`config.mk`:
```
export PLATFORM = sky130hd
export DESIGN_NAME = ps2_mouse_packet_decoder
export DESIGN_NICKNAME = d
export VERILOG_FILES = /design/src/rtl/ps2_mouse_packet_decoder.sv
export SDC_FILE = /design/constraint.sdc
export NUM_CORES = 1
export LEC_CHECK = 0
export CAP_MARGIN = 10
export CORE_UTILIZATION = 25
export DETAILED_ROUTE_END_ITERATION = 10
export PLACE_DENSITY = 0.45
export SETUP_SLACK_MARGIN = 0.15
export SLEW_MARGIN = 20
export SYNTH_ARGS = -nofsm -noshare
export SYNTH_HDL_FRONTEND = slang
export SYNTH_SLANG_ARGS = --single-unit
export TNS_END_PERCENT = 100
```
`constraint.sdc`:
```
create_clock -name clk_50 -period 2.5 [get_ports clk_50]
set_clock_uncertainty 0.1 [all_clocks]
set_input_delay 0.375 -clock clk_50 [delete_from_list [all_inputs] [get_ports clk_50]]
set_output_delay 0.375 -clock clk_50 [all_outputs]
set_load 0.05 [all_outputs]
```
`src/rtl/ps2_mouse_packet_decoder.sv`:
```
// ps2_mouse_packet_decoder
// Frames a stream-mode PS/2 mouse byte stream into 3-byte packets
// (status, dX, dY), decodes buttons and signed motion, and integrates a
// clamped cursor position. Framing recovers automatically on a bad status
// byte, a parity error or an inter-byte timeout.
//
// Ports
//   clk_50        system clock
//   reset         synchronous, active-high reset
//   byte_data     received byte, qualified by byte_valid
//   byte_valid    one-cycle strobe per received byte
//   parity_err    qualifies byte_valid: byte failed parity/stop check
//   recenter      move the cursor to the screen centre next cycle
//   cursor_x/y    accumulated cursor position (y = 0 is top of screen)
//   btn_*         button state from the last packet
//   dx/dy         raw 9-bit two's complement motion from the last packet
//   x_ovf/y_ovf   overflow bits from the last packet
//   packet_valid  one-cycle strobe: new packet committed
//   sync_err      one-cycle strobe: byte or partial packet discarded
module ps2_mouse_packet_decoder #(
    parameter int unsigned SCREEN_W       = 160,
    parameter int unsigned SCREEN_H       = 120,
    parameter int unsigned XW             = 8,
    parameter int unsigned YW             = 7,
    parameter int unsigned TIMEOUT_CYCLES = 100000
) (
    input  logic          clk_50,
    input  logic          reset,
    input  logic [7:0]    byte_data,
    input  logic          byte_valid,
    input  logic          parity_err,
    input  logic          recenter,
    output logic [XW-1:0] cursor_x,
    output logic [YW-1:0] cursor_y,
    output logic          btn_left,
    output logic          btn_right,
    output logic          btn_middle,
    output logic [8:0]    dx,
    output logic [8:0]    dy,
    output logic          x_ovf,
    output logic          y_ovf,
    output logic          packet_valid,
    output logic          sync_err
);

    localparam int unsigned CNT_W = $clog2(TIMEOUT_CYCLES + 1);
    localparam logic [CNT_W-1:0] CNT_LAST = CNT_W'(TIMEOUT_CYCLES - 1);
    localparam logic signed [11:0] X_MAX = 12'(SCREEN_W - 1);
    localparam logic signed [11:0] Y_MAX = 12'(SCREEN_H - 1);
    localparam logic [XW-1:0] X_CENTRE = XW'(SCREEN_W / 2);
    localparam logic [YW-1:0] Y_CENTRE = YW'(SCREEN_H / 2);

    typedef enum logic [1:0] {
        WAIT_B0 = 2'd0,
        WAIT_B1 = 2'd1,
        WAIT_B2 = 2'd2
    } state_t;

    state_t           state;
    logic [CNT_W-1:0] timeout_cnt;

    // Latched status fields (bit 3 is the always-one sync bit, not kept).
    logic [2:0] s_btn;
    logic       s_xsign;
    logic       s_ysign;
    logic       s_xovf;
    logic       s_yovf;
    logic [7:0] b1;

    // Commit-time values, computed from the latched bytes plus the dY byte.
    logic [8:0]        dx_new;
    logic [8:0]        dy_new;
    logic signed [11:0] x_base, x_step, x_sum;
    logic signed [11:0] y_base, y_step, y_sum;
    logic [XW-1:0]     x_next;
    logic [YW-1:0]     y_next;

    // Position update: sign-extend motion, skip an overflowed axis, clamp.
    always_comb begin
        dx_new = {s_xsign, b1};
        dy_new = {s_ysign, byte_data};
        x_base = 12'(cursor_x);
        y_base = 12'(cursor_y);
        x_step = s_xovf ? 12'sd0 : {{3{dx_new[8]}}, dx_new};
        y_step = s_yovf ? 12'sd0 : {{3{dy_new[8]}}, dy_new};
        x_sum  = x_base + x_step;
        y_sum  = y_base - y_step;   // PS/2 +Y is up, screen y grows down

        if (x_sum < 12'sd0) begin
            x_next = '0;
        end else if (x_sum > X_MAX) begin
            x_next = XW'(X_MAX);
        end else begin
            x_next = XW'(x_sum);
        end

        if (y_sum < 12'sd0) begin
            y_next = '0;
        end else if (y_sum > Y_MAX) begin
            y_next = YW'(Y_MAX);
        end else begin
            y_next = YW'(y_sum);
        end
    end

    // Framing FSM, timeout counter and registered outputs.
    always_ff @(posedge clk_50) begin
        if (reset) begin
            state        <= WAIT_B0;
            timeout_cnt  <= '0;
            s_btn        <= '0;
            s_xsign      <= 1'b0;
            s_ysign      <= 1'b0;
            s_xovf       <= 1'b0;
            s_yovf       <= 1'b0;
            b1           <= '0;
            cursor_x     <= X_CENTRE;
            cursor_y     <= Y_CENTRE;
            btn_left     <= 1'b0;
            btn_right    <= 1'b0;
            btn_middle   <= 1'b0;
            dx           <= '0;
            dy           <= '0;
            x_ovf        <= 1'b0;
            y_ovf        <= 1'b0;
            packet_valid <= 1'b0;
            sync_err     <= 1'b0;
        end else begin
            packet_valid <= 1'b0;
            sync_err     <= 1'b0;

            case (state)
                WAIT_B0: begin
                    timeout_cnt <= '0;
                    if (byte_valid) begin
                        if (!parity_err && byte_data[3]) begin
                            s_btn   <= byte_data[2:0];
                            s_xsign <= byte_data[4];
                            s_ysign <= byte_data[5];
                            s_xovf  <= byte_data[6];
                            s_yovf  <= byte_data[7];
                            state   <= WAIT_B1;
                        end else begin
                            sync_err <= 1'b1;
                        end
                    end
                end

                WAIT_B1, WAIT_B2: begin
                    if (byte_valid) begin
                        timeout_cnt <= '0;
                        if (parity_err) begin
                            sync_err <= 1'b1;
                            state    <= WAIT_B0;
                        end else if (state == WAIT_B1) begin
                            b1    <= byte_data;
                            state <= WAIT_B2;
                        end else begin
                            dx           <= dx_new;
                            dy           <= dy_new;
                            x_ovf        <= s_xovf;
                            y_ovf        <= s_yovf;
                            btn_left     <= s_btn[0];
                            btn_right    <= s_btn[1];
                            btn_middle   <= s_btn[2];
                            cursor_x     <= x_next;
                            cursor_y     <= y_next;
                            packet_valid <= 1'b1;
                            state        <= WAIT_B0;
                        end
                    end else if (timeout_cnt == CNT_LAST) begin
                        // Stalled mid-packet: drop it and resynchronise.
                        timeout_cnt <= '0;
                        sync_err    <= 1'b1;
                        state       <= WAIT_B0;
                    end else begin
                        timeout_cnt <= timeout_cnt + CNT_W'(1);
                    end
                end

                default: begin
                    timeout_cnt <= '0;
                    state       <= WAIT_B0;
                end
            endcase

            // Recenter overrides any same-cycle commit for position only.
            if (recenter) begin
                cursor_x <= X_CENTRE;
                cursor_y <= Y_CENTRE;
            end
        end
    end

endmodule

```
==> metrics <==
share of cells above drive strength 1=0.256; relative slew slack=0.636; vias per inst=4.70; Pleak=0.00211 uW; Post-Synthesis Cells=474; DRT Pass-1 Iters=4; Core ar.=0.0146 mm^2; Die W=125 um; fin cells=774; Worst Setup Start Kind=flop; library cells used by synthesis=49; H-Tree Depth=3; total power draw=3160 uW; Overflow after GRT=0; Initial Util=0.258; via count=3640; largest net degree at the start of global routing=20; slowest CP cell=fa_2; RSZ-0062 raised after global routing=true; DR iter-0 viols=129; grt peak-use layer=met2; total die area=0.0155 mm^2; EDFF count, synth=0; drt wl/cell=14.8 um; CTS tree=done; CTS Buf Count=9; time the worst path needs with I/O delays and setup=2590 ps; Hold Slack=356 ps; pins over their slew limit=0; latest clock arrival within the worst-skew pair=350 ps; Die H=125 um; initial antenna violation count=0; Final Routed Wirelength=11400 um; row cnt=44; Max clock buf depth=2; vias in the first global route=3563; ys async rst share=0; critical path buffer and inverter count=1; grt met2 use=0.242; Syn-to-layout area delta=50.2%; PwrDens=559 mW/mm^2; grt met3 use=0.0374; Max-Cap Viols=0; ys flop type=dfxtp_1; nets=620; CP required=2630 ps; drt drc=0; CTS clock-pin slew for the worst setup and hold paths=60 ps; Yosys top cell area share=0.394; Routed Antenna Nets=0; num ports=53; Tcrit/Tclk final=1.03; Yosys warning count=0; fmax=387 MHz; crit path capture type=flop; VDD IR-drop max=0.000482 V; syn nets=509; syn_area_per_cell=7.94 um^2; Total GRT Usage=0.151; status=finished with violations; final setup vio count=7; # hold bufs at CTS=0; failing checks=setup timing; Placed Cells=750; most numerous cell in the Yosys netlist=nand2_1; synthesis-stage register bit count=74; gpl congestion=0.773; dpl hpwl=8530 um; Data arrival, critical path=2720 ps; port bufs=52; crit path max fanout=3; worst path cell trace=nor2b_4, ha_4, inv_2, fa_2, a211oi_2, o21ai_1, a21oi_2, mux2i_2, a311oi_4, a221o_1; largest area contributor in the netlist=dfxtp_1; CTS root buffer=clkbuf_16; first-pass GRT wire length=18400 um; CTS Sinks=74; Worst Max-Slew Pin Slew=545 ps; endpoints failing hold=0; kind of cell adding the most delay to the critical path=compound AO/OA/AOI/OAI gates; GR Layer Usage met1=0.196; Hold WC Path Type=flop to flop; sequential area share after synthesis=0.394; Layout fillers=1495; Final WS setup=-86.0 ps; synth top area cells=dfxtp_1 (39%), nand2_1 (9.6%), a21oi_1 (7.6%), ha_1 (6.7%), nor2_1 (3.2%); Synth top cells by count=nand2_1 (96), dfxtp_1 (74), a21oi_1 (57), nor2_1 (32), clkbuf_1 (21); setup tns final=-333 ps; mapped cell area=0.00376 mm^2; # diodes=0; Crit path largest cell delay=400 ps; WS Path Type=flop to flop
## where the power goes
group	internal (uW)	switching [uW]	leakage [uW]
registers	1190	8.51	0.000602
clock network	1090	543	0.000181
logic	158	177	0.00133
total	2430	729	0.00211
## worst paths after layout
kind / end / slack [ps] / from / depth (start not counted)
max: cursor_y[3] / -90 / s_yovf / 10
min: dx[1] / 360 / dx[1] / 2
max reg2reg: cursor_y[3] / -90 / s_yovf / 10
min reg2reg: dx[1] / 360 / dx[1] / 2
## routing by layer
metal / wire [um] / vias up
met4: 150 / 0
met2: 5270 / 56
li1: - / 1875
met1: 5570 / 1700
met3: 432 / 9
met5: 0 / -
## worst min-delay path: cells and delay by family (launching register included)
family,cells,cell delay (ps)
AO/OA/AOI/OAI,1,50
AND/OR/NAND/NOR,1,50
flip-flops,1,310
## sequential cells by signal, summed over array words and instances, names as in the netlist, 2 cells and up
register,flops
b1,8
cursor_y,7
cursor_x,8
state,2
dx,9
dy,9
timeout_cnt,17
s_btn,3
## cell families after synthesis
| group | count (synthesis) | synth area share |
|---|---|---|
| AOI/OAI and AO/OA | 125 | 0.202 |
| xor gates and xnor gates | 17 | 0.0396 |
| adders and majority gates | 22 | 0.0772 |
| buffers and inverters | 31 | 0.0313 |
| DFF | 74 | 0.394 |
| muxes | 2 | 0.00532 |
| and+or+nand+nor | 203 | 0.251 |
## stage by stage
stage                     utilization  worst slack, ps  cell area (um^2)
after global placement          0.339             -560              4950
after global routing            0.387             -174              5650
after detailed placement        0.339             -625              4950
final                           0.387            -86.0              5650
after floorplan                     -            -3.17              3820
after CTS                       0.380            -7.79              5550
## timing repair
item                                    in CTS  in global routing
endpoints found under the setup margin      15                 34
hold endpoints to repair                     0                  0
setup buffers                                7                  1
pin swaps                                   21                  9
gates resized for setup                     43                 26
## layout make-up
cell class,instances,area [um^2],share of cell area
inverters,8,30.0,0.00531
clock buffers,9,225,0.0399
multi-input cells,369,2460,0.435
repair buffers,123,1060,0.188
clock inverters,7,146,0.0259
flip-flops and latches,74,1500,0.265
well taps,184,230,0.0407
## cell usage in the layout, fill, tap and decap left out, drive strengths merged, types with 4 or more instances in the layout
| master | n |
|---|---|
| bufinv | 4 |
| buf | 71 |
| o21ai | 22 |
| nor3 | 6 |
| a21oi | 57 |
| nor2b | 16 |
| dfxtp | 74 |
| nor2 | 32 |
| a21o | 7 |
| nand2 | 96 |
| ha | 20 |
| clkbuf | 9 |
| xor2 | 11 |
| inv | 11 |
| or3 | 5 |
| nand2b | 4 |
| a211oi | 8 |
| clkdlybuf4s50 | 48 |
| o21a | 8 |
| xnor2 | 6 |
| nand3 | 20 |
| and3 | 9 |
(Power assumes the default switching activity.)
